**src/rtl/clock_meter_pkg.sv**
```systemverilog
// Shared types and constants for the clock period meter.
package clock_meter_pkg;

    typedef enum logic {
        S_IDLE = 1'b0,
        S_MEAS = 1'b1
    } state_e;

    localparam int CNT_WIDTH_DEF = 16;
    localparam int AVG_SAMPLES   = 4;
    localparam int AVG_SHIFT     = 2;

endpackage

```
**src/rtl/edge_sync.sv**
```systemverilog
// Two-flop synchronizer for an asynchronous level, plus one more stage
// so rising and falling edges can be detected on the synchronized level.
module edge_sync (
    input  logic clk_in,
    input  logic rst_n,
    input  logic d_in,
    output logic level_out,
    output logic rise_out,
    output logic fall_out
);

    logic [2:0] sync_q;
    logic [2:0] sync_d;

    assign sync_d = {sync_q[1:0], d_in};

    always_ff @(posedge clk_in or negedge rst_n) begin
        if (!rst_n) sync_q <= '0;
        else        sync_q <= sync_d;
    end

    // sync_q[1] is the synchronized level, sync_q[2] its one-cycle-old copy
    assign level_out = sync_q[1];
    assign rise_out  = sync_q[1] & ~sync_q[2];
    assign fall_out  = ~sync_q[1] & sync_q[2];

endmodule

```
**src/rtl/clock_period_meter.sv**
```systemverilog
// Measures period and high time of a slow square wave in clk_in cycles, with a sticky
// timeout for a lost/stuck input. Define CLK_METER_AVG_EN to publish 4-period averages.
module clock_period_meter
    import clock_meter_pkg::*;
#(
    parameter int          CNT_WIDTH  = CNT_WIDTH_DEF,
    parameter int unsigned MAX_PERIOD = 16'hFFFF
) (
    input  logic                 clk_in,
    input  logic                 rst_n,
    input  logic                 sig_in,
    output logic [CNT_WIDTH-1:0] period_out,
    output logic [CNT_WIDTH-1:0] high_time_out,
    output logic                 valid_out,
    output logic                 timeout_out
);

    localparam logic [CNT_WIDTH-1:0] MAX_CNT = CNT_WIDTH'(MAX_PERIOD);
    localparam logic [CNT_WIDTH-1:0] ONE     = CNT_WIDTH'(1);

    logic sig_s, rise, fall;

    edge_sync u_sync (
        .clk_in   (clk_in),
        .rst_n    (rst_n),
        .d_in     (sig_in),
        .level_out(sig_s),
        .rise_out (rise),
        .fall_out (fall)
    );

    state_e               state_q, state_d;
    logic [CNT_WIDTH-1:0] cnt_q, cnt_d;
    logic [CNT_WIDTH-1:0] hi_cnt_q, hi_cnt_d;
    logic [CNT_WIDTH-1:0] hi_lat_q, hi_lat_d;
    logic [CNT_WIDTH-1:0] period_q, period_d;
    logic [CNT_WIDTH-1:0] high_q, high_d;
    logic                 valid_q, valid_d;
    logic                 timeout_q, timeout_d;

    logic                 meas_rise, tmo, publish;
    logic [CNT_WIDTH-1:0] pub_per, pub_hi;

    assign meas_rise = (state_q == S_MEAS) && rise;
    // A rise in the same cycle as the limit is a valid MAX_PERIOD measurement
    assign tmo       = (state_q == S_MEAS) && !rise && (cnt_q == MAX_CNT);

`ifdef CLK_METER_AVG_EN
    logic [CNT_WIDTH+1:0] acc_per_q, acc_per_d;
    logic [CNT_WIDTH+1:0] acc_hi_q, acc_hi_d;
    logic [1:0]           smp_q, smp_d;
    logic [CNT_WIDTH+1:0] sum_per, sum_hi;

    assign sum_per = acc_per_q + {2'b00, cnt_q};
    assign sum_hi  = acc_hi_q + {2'b00, hi_lat_q};
    assign publish = meas_rise && (smp_q == 2'(AVG_SAMPLES - 1));
    assign pub_per = sum_per[CNT_WIDTH+AVG_SHIFT-1:AVG_SHIFT];
    assign pub_hi  = sum_hi[CNT_WIDTH+AVG_SHIFT-1:AVG_SHIFT];

    always_comb begin
        acc_per_d = acc_per_q;
        acc_hi_d  = acc_hi_q;
        smp_d     = smp_q;
        if (tmo) begin
            acc_per_d = '0;
            acc_hi_d  = '0;
            smp_d     = '0;
        end else if (meas_rise) begin
            smp_d     = smp_q + 2'd1;
            acc_per_d = publish ? '0 : sum_per;
            acc_hi_d  = publish ? '0 : sum_hi;
        end
    end

    always_ff @(posedge clk_in or negedge rst_n) begin
        if (!rst_n) begin
            acc_per_q <= '0;
            acc_hi_q  <= '0;
            smp_q     <= '0;
        end else begin
            acc_per_q <= acc_per_d;
            acc_hi_q  <= acc_hi_d;
            smp_q     <= smp_d;
        end
    end
`else
    assign publish = meas_rise;
    assign pub_per = cnt_q;
    assign pub_hi  = hi_lat_q;
`endif

    always_ff @(posedge clk_in or negedge rst_n) begin
        if (!rst_n) state_q <= S_IDLE;
        else        state_q <= state_d;
    end

    always_comb begin
        state_d = state_q;
        unique case (state_q)
            S_IDLE: if (rise) state_d = S_MEAS;
            S_MEAS: if (tmo)  state_d = S_IDLE;
        endcase
    end

    always_comb begin
        cnt_d     = cnt_q;
        hi_cnt_d  = hi_cnt_q;
        hi_lat_d  = hi_lat_q;
        period_d  = period_q;
        high_d    = high_q;
        valid_d   = 1'b0;
        timeout_d = timeout_q;
        unique case (state_q)
            S_IDLE: begin
                if (rise) begin
                    cnt_d    = ONE;
                    hi_cnt_d = ONE;
                end
            end
            S_MEAS: begin
                cnt_d = cnt_q + ONE;
                if (sig_s) hi_cnt_d = hi_cnt_q + ONE;
                if (fall)  hi_lat_d = hi_cnt_q;
                if (rise) begin
                    cnt_d    = ONE;
                    hi_cnt_d = ONE;
                    if (publish) begin
                        period_d  = pub_per;
                        high_d    = pub_hi;
                        valid_d   = 1'b1;
                        timeout_d = 1'b0;
                    end
                end else if (tmo) begin
                    cnt_d     = '0;
                    hi_cnt_d  = '0;
                    period_d  = '0;
                    high_d    = '0;
                    timeout_d = 1'b1;
                end
            end
        endcase
    end

    always_ff @(posedge clk_in or negedge rst_n) begin
        if (!rst_n) begin
            cnt_q     <= '0;
            hi_cnt_q  <= '0;
            hi_lat_q  <= '0;
            period_q  <= '0;
            high_q    <= '0;
            valid_q   <= 1'b0;
            timeout_q <= 1'b0;
        end else begin
            cnt_q     <= cnt_d;
            hi_cnt_q  <= hi_cnt_d;
            hi_lat_q  <= hi_lat_d;
            period_q  <= period_d;
            high_q    <= high_d;
            valid_q   <= valid_d;
            timeout_q <= timeout_d;
        end
    end

    assign period_out    = period_q;
    assign high_time_out = high_q;
    assign valid_out     = valid_q;
    assign timeout_out   = timeout_q;

endmodule

```
**config.mk**
```make
export PLATFORM = sky130hd
export DESIGN_NAME = clock_period_meter
export DESIGN_NICKNAME = d
export VERILOG_FILES = /design/src/rtl/clock_meter_pkg.sv /design/src/rtl/edge_sync.sv /design/src/rtl/clock_period_meter.sv
export SDC_FILE = /design/constraint.sdc
export NUM_CORES = 1
export LEC_CHECK = 0
export CELL_PAD_IN_SITES_DETAIL_PLACEMENT = 0
export CELL_PAD_IN_SITES_GLOBAL_PLACEMENT = 1
export CORE_MARGIN = 1.5
export CORE_UTILIZATION = 25
export CTS_CLUSTER_SIZE = 10
export DETAILED_ROUTE_END_ITERATION = 8
export GPL_TIMING_DRIVEN = 0
export PLACE_DENSITY = 0.47
export SKIP_LAST_GASP = 1
export SYNTH_ARGS = -nofsm -noshare
export SYNTH_HDL_FRONTEND = slang
export SYNTH_SLANG_ARGS = --single-unit
```
**constraint.sdc**
```tcl
create_clock -name clk_in -period 1.8 [get_ports clk_in]
set_input_delay 0.54 -clock clk_in [delete_from_list [all_inputs] [get_ports clk_in]]
set_output_delay 0.54 -clock clk_in [all_outputs]
set_load 0.01 [all_outputs]
```
### Word-level counts from Yosys, hierarchy flattened

Cells that the tools add are included.

| operators by class | value |
|---|---|
| add/subtract/negate cells | 2 |
| equality and inequality tests | 4 |
| muxes and demuxes | 22 |
| bitwise operators | 5 |
| reduce and logical (&&, ||, !) cells | 8 |

Operators with widths:

| operator | count |
|---|---|
| 16-bit two-way mux | 11 |
| 16-bit case mux with 2 select lines | 2 |
| 16-bit by 1-bit adder with 16-bit output (second input constant) | 2 |
| 16-bit equality test (second input constant) | 1 |
| 1-bit two-way mux | 8 |
| 4-bit by 2-bit != test with 1-bit output (second input constant) | 1 |
| 2-bit AND reduction | 2 |
| 1-bit logical AND | 3 |
| 1-bit NOT | 3 |
| 3-bit AND reduction | 1 |
| 1-bit AND | 2 |
| 2-bit by 1-bit != test with 1-bit output (second input constant) | 1 |
| 2-bit != test (second input constant) | 1 |
| 1-bit case mux with 2 select lines | 1 |
| 2-bit nonzero test | 1 |
| 1-bit logical NOT | 1 |

| storage, ports and cells | value |
|---|---|
| bits in registers | 86 |
| input port bits | 3 |
| output and inout bits | 34 |

### Logic depth before layout (Yosys ltp)

Gate-level depths: netlist of run 1.

| depth | value |
|---|---|
| depth after elaboration | 8 |
| gate-level depth with buffers | 7 |

### By module

Synthesis of run 1 repeated with hierarchy kept, for this count alone.

| second synthesis, totals | value |
|---|---|
| cell total of the unflattened synthesis | 349 |
| area total of the unflattened synthesis | 3890.0 um^2 |

Modules (own cells, without submodules):

| module | times used | cells an instance | area each (um^2) | sequential area each (um^2) |
|---|---|---|---|---|
| clock_period_meter | 1 | 344 | 3799.9 | 2077.0 |
| edge_sync | 1 | 5 | 90.1 | 75.1 |

### Worst setup path after synthesis of run 1

OpenSTA, ideal clock, no wires.

| timing | value |
|---|---|
| path kind | flip-flop to flip-flop |
| from | register cnt_q[0] |
| to | register hi_cnt_q[2] |
| arrival time | 1.744 ns |
| data required time | 1.675 ns |
| path slack | -0.068 ns |
| cell stages (with the launch flop) | 7 |
| path buffers | 1 |
| period minus slack after synthesis | 1.868 ns |
| cells stage by stage | dfrtp_1 ha_1 nand3_1 nor4_4 buf_2 o21ai_0 mux2_2 |

| between the ends | value |
|---|---|
| cells in the longest elaborated chain, start to end | 5 |
| elaborated cells on any way between the ends | 7 |
| classes of those cells | eq/ne (2); mux (3); reduce/logical (2) |

RTL lines:

| item | RTL line | text |
|---|---|---|
| from (decl) | clock_period_meter.sv:33 | `logic [CNT_WIDTH-1:0] cnt_q, cnt_d;` |
| from (signal assigned) | clock_period_meter.sv:154 | `cnt_q <= cnt_d;` |
| 16-bit equality test (*) | clock_period_meter.sv:46 | `assign tmo = (state_q == S_MEAS) && !rise && (cnt_q == MAX_CNT);` |
| 1-bit logical AND (*) | clock_period_meter.sv:46 |  |
| 16-bit two-way mux | clock_period_meter.sv:133 | `end else if (tmo) begin` |
| 16-bit two-way mux | clock_period_meter.sv:124 | `if (rise) begin` |
| 16-bit case mux with 2 select lines | clock_period_meter.sv:113 | `unique case (state_q)` |
| to (signal assigned) | clock_period_meter.sv:155 | `hi_cnt_q <= hi_cnt_d;` |
| to (decl) | clock_period_meter.sv:34 | `logic [CNT_WIDTH-1:0] hi_cnt_q, hi_cnt_d;` |

Every way passes the cells marked *; elsewhere a longest branch is shown, timed or not.
A chain may end at the register's enable or synchronous reset.

### Worst setup path after layout of run 1

| timing | value |
|---|---|
| from | register cnt_q[13] |
| to | register hi_cnt_q[6] |

The elaborated chain is that of the path after synthesis.

==> results.ini, run 1 <==
[logic_synthesis]
synthTopCellsByArea=dfrtp_1, a22o_1, mux2_2, a31oi_1, or4_1
yosysTopAreaCell=dfrtp_1
synth_top_flop_cell=dfrtp_1
ys_warn_count=0
yosys.area_share.adder=0.006452
synth-seq-cells=86
yosys.area_share.simple=0.1597
synth_edf_count=0
synth-async-reset-ratio=1.000
synth_fp_nets=343
synth_top_area_share=0.5548
yosys-mux-area-fraction=0.04935
synth_compound_area_frac=0.1952
netlist_instances=338
ys_seq_area_frac=0.5548
synth_area_mm2=0.003879
avgSynthCellArea_um2=11.48
synth-xor-area-share=0.004516
synthDistinctLibCells=48
synth_top_family_by_area=compound AO/OA/AOI/OAI gates

[floorplanning]
dieArea_mm2=0.01627
core_mm2=0.01520
ios=37
start_util=0.2551
fp.dieW_um=127.6
rows=45
die_h_um=127.6

[grt]
grt_max_degree=49
busiest_layer=met2
grt_antenna_before_repair=0
grt_pass1_vias=3102
grtUsageMet3=0.02722
grt_usage=0.1439
grt.met1_usage=0.2075
grt_pass1_wl_mm=17.79
grtUsageMet2=0.2089
grt_overflow_total=0

[sta]
grt_setup_unrepaired=yes
slew_headroom=0.6296
final-setup-viol-count=0
tightestPinTransition_ns=0.5555
min_period_ns=1.792
skew_ns=0.008222
final.setup.worst_slack_ns=0.007682
drv_slew=0
fmax_mhz=557.9
period_share=0.9957
hold_viol=0

[min_path]
holdCritPathClass=primary input to async pin

[worst_setup_path]
cp_max_fo=10
reg2reg_depth=7
cp-end-kind=register
critPathRequiredTime_ns=2.03
crit_type=register to register
cp-startpoint=cnt_q[13]
worstReg2RegEnd=hi_cnt_q[6]
critical_path_arrival_ns=2.02
ff2ff_setup_slack_ns=0.008
r2r_start=cnt_q[13]
startpoint_type=register

[clocking]
root_buffer=clkbuf_16
cts_buffers=9
cts_tree=built
htree_levels=3
clk_pin_slew_ns=0.06
hold_buffers=0
clkSinkCount=86
clk_latency_ns=0.35
cts.path.max_buffers=2

[placed_design]
hpwl_mm=7.260
dpl_cell_area_mm2=0.004518
io_buffers=36
dpl_worst_slack_ns=-0.6064
gp_congestion=0.7618

[finish]
fillers=1520
design_area_mm2=0.005383
antenna_cells=0
final_nets=420
post-route-util=0.3541
area_growth_pct=38.77
drive_above_1_share=0.3365

[detailed_routing]
vias=3149
drt-vias-per-instance=5.188
drt.antenna.violating_nets=0
drtPass1Iterations=4
drtIter0Drc=191
drc=0
wire_per_inst_um=18.38
wirelength_mm=11.16

[pwr]
leakage_nw=2.749
power.density_mw_per_mm2=912.9
ir_drop_mv=0.4890

[run]
max_cap_violations=0

[status]
status=complete, no violations

## through the flow
stage                TNS (ns)  std cells  power (mW)  hold slack [ns]
floorplan           -0.006098        338       2.495           0.2444
global placement      -310.07        562       2.759           0.3332
detailed placement     -32.09        563       2.770           0.3347
CTS                  -0.04050        590       4.939           0.1961
global route          -0.5360        607       5.140           0.2190
finish                      0        607       4.914           0.1757
## flip-flops by register name, indices dropped and copies added (netlist names)
name and count:
cnt_q 16, hi_cnt_q 16, hi_lat_q 16, high_time_out 16
period_out 16, state_q 1, timeout_out 1, u_sync.sync_q 3
valid_out 1
## synthesized netlist by cell type (2+ instances only)
library cell	n
nand4_1	11
a22o_1	34
and4_1	3
and3_1	8
a31oi_1	15
o2111ai_1	3
nor3_1	10
nor2_1	11
o31ai_1	6
or4_1	12
o21ai_0	13
and4_4	2
inv_1	4
a21oi_1	11
buf_2	6
nor4_1	5
a31o_2	5
nand3b_1	2
a21o_1	2
nand2b_1	3
ha_1	2
mux2_2	17
dfrtp_1	86
nand3_1	15
clkbuf_1	13
nand2_1	16
a41oi_1	2
## report_power, final
| part | internal [mW] | switching, mW |
|---|---|---|
| Sequential | 2.07 | 0.145 |
| Combinational | 0.325 | 0.304 |
| Clock | 1.29 | 0.782 |
## worst max-delay path by stage
| stage | end | slack (ns) | cells after the start |
|---|---|---|---|
| 6_report | hi_cnt_q[6] | 0.008 | 7 |
| 5_1_grt | hi_cnt_q[2] | -0.08 | 7 |
| 4_1_cts | hi_cnt_q[9] | -0.04 | 7 |
| 3_5_place_dp | period_out[11] | -0.61 | 6 |
| 3_3_place_gp | cnt_q[9] | -3.22 | 1 |
| 2_1_floorplan | hi_cnt_q[2] | -0.006 | 5 |
## metal layers
layer  vias up  part of all wire  wire (um)
met4         0             0.020        220
li1       1484                 -          -
met1      1577              0.50       5580
met3        15             0.040        445
met2        73              0.44       4909
met5         -                 0          0
## final cells by class
class                      instances  area, um^2  area share
tap                              188       235.2     0.04370
clock inverter                     3       67.56     0.01255
sequential                        86        2178      0.4047
inverter                           5       20.02    0.003719
buffer                            18       142.6     0.02650
timing repair buffer              69       703.2      0.1306
clock buffer                      12       256.5     0.04765
multi-input combinational        226        1779      0.3305
## timing repair
action                                  in CTS  in global routing
buffers inserted                            14                 18
endpoints found under the setup margin      82                 81
gates resized for setup                     50                 62
pin swaps                                   10                 15
## cell usage in the layout, fill, tap and decap left out, types with 10 or more instances in the layout
cell             n
dfrtp_1         65
dlymetal6s2s_1  26
dfrtp_2         21
nand3_1         13
nand2_1         16
o21ai_0         11
a31oi_1         15
a22o_1          34
mux2_2          16
nor3_1          10
nand4_1         11
buf_4           31
## kinds of logic after synthesis
family                     after synthesis
xor gates and xnor gates                 2
buffers and inverters                   26
adders and majority gates                2
DFF                                     86
muxes                                   17
and+or+nand+nor                        105
AOI/OAI and AO/OA                      100
## critical path: stages, from the launching register on
cell	delay (ns)
dfrtp_2	0.43
nand4_1	0.11
buf_4	0.18
nor4_4	0.28
buf_4	0.17
buf_6	0.14
o21ai_0	0.10
a31o_2	0.27
Power figures use the tool's default switching activity.
==> inputs of run 2 (changes only) <==
--- a/config.mk
+++ b/config.mk
@@ -12,7 +12,7 @@
 export CTS_CLUSTER_SIZE = 10
 export DETAILED_ROUTE_END_ITERATION = 8
 export GPL_TIMING_DRIVEN = 0
-export PLACE_DENSITY = 0.47
+export PLACE_DENSITY = 0.46
 export SKIP_LAST_GASP = 1
 export SYNTH_ARGS = -nofsm -noshare
 export SYNTH_HDL_FRONTEND = slang
==> constraint.sdc (replaced) <==
create_clock -name clk_in -period 1.7 [get_ports clk_in]
set_input_delay 0.51 -clock clk_in [delete_from_list [all_inputs] [get_ports clk_in]]
set_output_delay 0.51 -clock clk_in [all_outputs]
set_load 0.01 [all_outputs]
==> run 2 against run 1 <==
Net effect:
- the run now ends with setup timing left
- combinational power grew 4.6%
- hold slack lost 0.11 ns
- non-clock buffer count grew 9
- final area shrank 0.16%
- total power shrank 1.1%
- register-to-register slack lost 0.07 ns
- sequential power grew 5%
- die area is the same
- global-route usage grew 0.80 points
- clock skew shrank 0.00080 ns
- via count grew 0.67%
- highest routed layer unchanged
==> results.ini, run 2 (synthesis gave the netlist of run 1 again) <==
[worst_setup_path]
cp_max_fo=6  ; -4
reg2reg_depth=5  ; -2
ff2ff_setup_slack_ns=-0.06  ; -0.07 ns
cp-end-kind=register
crit_type=register to register
slowest_stage=or4_1
critPathRequiredTime_ns=1.96  ; -0.07 ns
critical_path_arrival_ns=2.02  ; about the same
slowest_delay_ns=0.53  ; +0.10 ns
critical_path.cell_chain=ha_4 -> and3_4 -> a41oi_4 -> or4_1 -> a21oi_1
worstReg2RegEnd=hi_cnt_q[12]
startpoint_type=register
r2r_start=cnt_q[0]

[finish]
multi_input_area_mm2=0.001803  ; +1.3%
layout_common_cells=dfrtp_1, buf_4, a22o_1, dlygate4sd2_1, dfrtp_2
final_nets=429  ; +2.1%
regArea_mm2=0.002183  ; +0.23%
area_growth_pct=38.55
antenna_cells=0  ; unchanged
final_common_cell=dfrtp_1
fillers=1543  ; +1.5%
layout.cells.non_filler=617  ; +1.6%
drive_above_1_share=0.3730  ; +0.03644
design_area_mm2=0.005374  ; -0.16%
post-route-util=0.3535  ; -0.0005760

[placed_design]
io_buffers=36  ; unchanged
gp_congestion=0.7373  ; -3.2%
hpwl_mm=7.430  ; +2.3%
dpl_worst_slack_ns=-0.7046  ; -0.09818 ns
dpl.cell_count=563  ; unchanged
dpl_cell_area_mm2=0.004537  ; +0.42%

[sta]
final.setup.worst_slack_ns=-0.06500  ; -0.07268 ns
slew_headroom=0.6686  ; +0.03892
min_period_ns=1.765  ; -0.02732 ns
tightestPinTransition_ns=0.4972  ; -0.05837 ns
fmax_mhz=566.6  ; +1.5%
fin_setup_tns_ns=-0.9357  ; -0.9357 ns
grt_setup_unrepaired=yes
hold_viol=0  ; unchanged
final-setup-viol-count=34  ; +34
drv_slew=0  ; unchanged
skew_ns=0.007422  ; -0.0007995 ns
period_share=1.038  ; +0.04250

[pwr]
leakage_nw=2.462  ; -10%
power.density_mw_per_mm2=904.6  ; -0.90%
ir_drop_mv=0.4474  ; -8.5%

[floorplanning]
rows=45  ; unchanged
fp.dieW_um=127.6  ; unchanged
core_mm2=0.01520  ; unchanged
dieArea_mm2=0.01627  ; unchanged
start_util=0.2551  ; unchanged
ios=37  ; unchanged
die_h_um=127.6  ; unchanged

[clocking]
cts_tree=built
root_buffer=clkbuf_16
hold_buffers=0  ; unchanged
clk_latency_ns=0.35  ; about the same
cts.path.max_buffers=2  ; unchanged
clkSinkCount=86  ; unchanged
clk_pin_slew_ns=0.07  ; about the same
cts_buffers=9  ; unchanged
htree_levels=3  ; unchanged

[run]
max_cap_violations=0  ; unchanged

[grt]
grt_pass1_wl_mm=18.75  ; +5.4%
grt_antenna_before_repair=0  ; unchanged
grt_pass1_vias=3222  ; +3.9%
grt_overflow_total=0  ; unchanged
grt_usage=0.1518  ; +0.007971
grt_max_degree=66  ; +35%

[detailed_routing]
drt.antenna.violating_nets=0  ; unchanged
vias=3170  ; +0.67%
wirelength_mm=11.64  ; +4.4%
drtPass1Iterations=4  ; unchanged
drt-vias-per-instance=5.138  ; -0.96%
wire_per_inst_um=18.87  ; +2.7%
drtIter0Drc=176  ; -7.9%
drc=0  ; unchanged

[status]
violations=setup timing
status=finished with violations

[min_path]
holdCritPathClass=primary input to async pin

## run 2: changes by cell type in the layout (fill, tap and decap cells not counted), sizes merged
cell,before,now
inv,4,5
buf,45,51
dlymetal6s2s,26,0
bufinv,2,0
clkdlybuf4s50,6,1
clkinv,1,5
clkbuf,19,20
dlygate4sd2,3,34
## run 2: how the worst max path moves through the flow
stage                      startpoint                to  slack, ns  cells after the start
after floorplan              cnt_q[8]       hi_cnt_q[6]      -0.06                      6
after global placement          rst_n  u_sync.sync_q[0]      -3.35                      1
after detailed placement      state_q      hi_cnt_q[12]      -0.70                      5
after CTS                    cnt_q[8]       hi_cnt_q[2]      -0.08                      7
after global routing      hi_cnt_q[1]      hi_cnt_q[14]      -0.13                      5
final                        cnt_q[0]      hi_cnt_q[12]      -0.06                      5
## run 2: layer usage
layer,GRT usage,share of wire,routed length (um),vias to the layer above
li1,-,-,-,1510
met1,0.2202,0.52,6043,1587
met2,0.2248,0.44,5137,57
met3,0.02554,0.023,272,16
met4,0.06016,0.016,189,0
met5,0,0,0,-
## run 2: worst max-delay path: cells and delay by family, from the launching register on
kind / cells / cell delay [ns]
compound gates: 2 / 0.34
fa+ha+maj: 1 / 0.17
simple gates: 2 / 0.78
flops: 1 / 0.39
## run 2: report_power, final
| group | switching [mW] | total [mW] | internal [mW] |
|---|---|---|---|
| sequential | 0.144 | 2.34 | 2.20 |
| combinational | 0.337 | 0.658 | 0.321 |
| clock | 0.838 | 1.86 | 1.02 |
| total | 1.32 | 4.86 | 3.54 |
## run 2: repair_timing
item                                    4_1_cts  5_1_grt
cloned                                        2        0
endpoints found under the setup margin      115       60
gates resized for setup                     104       34
pin swaps                                    28       11
buffers inserted                             36        4
## run 2: layout make-up
type,count,area share
Inverter,5,0.003725
Multi-Input combinational cell,226,0.3355
Clock buffer,10,0.04447
Timing Repair Buffer,79,0.1336
Buffer,17,0.02584
Tap cell,188,0.04377
Clock inverter,6,0.006752
Sequential cell,86,0.4063
## run 2: per-stage QoR
stage               power, mW  hold WS [ns]
CTS                     4.930       0.05962
detailed placement      2.948        0.3418
global route            5.123       0.07865
floorplan               2.650        0.2144
finish                  4.861       0.06172
global placement        2.935        0.3334
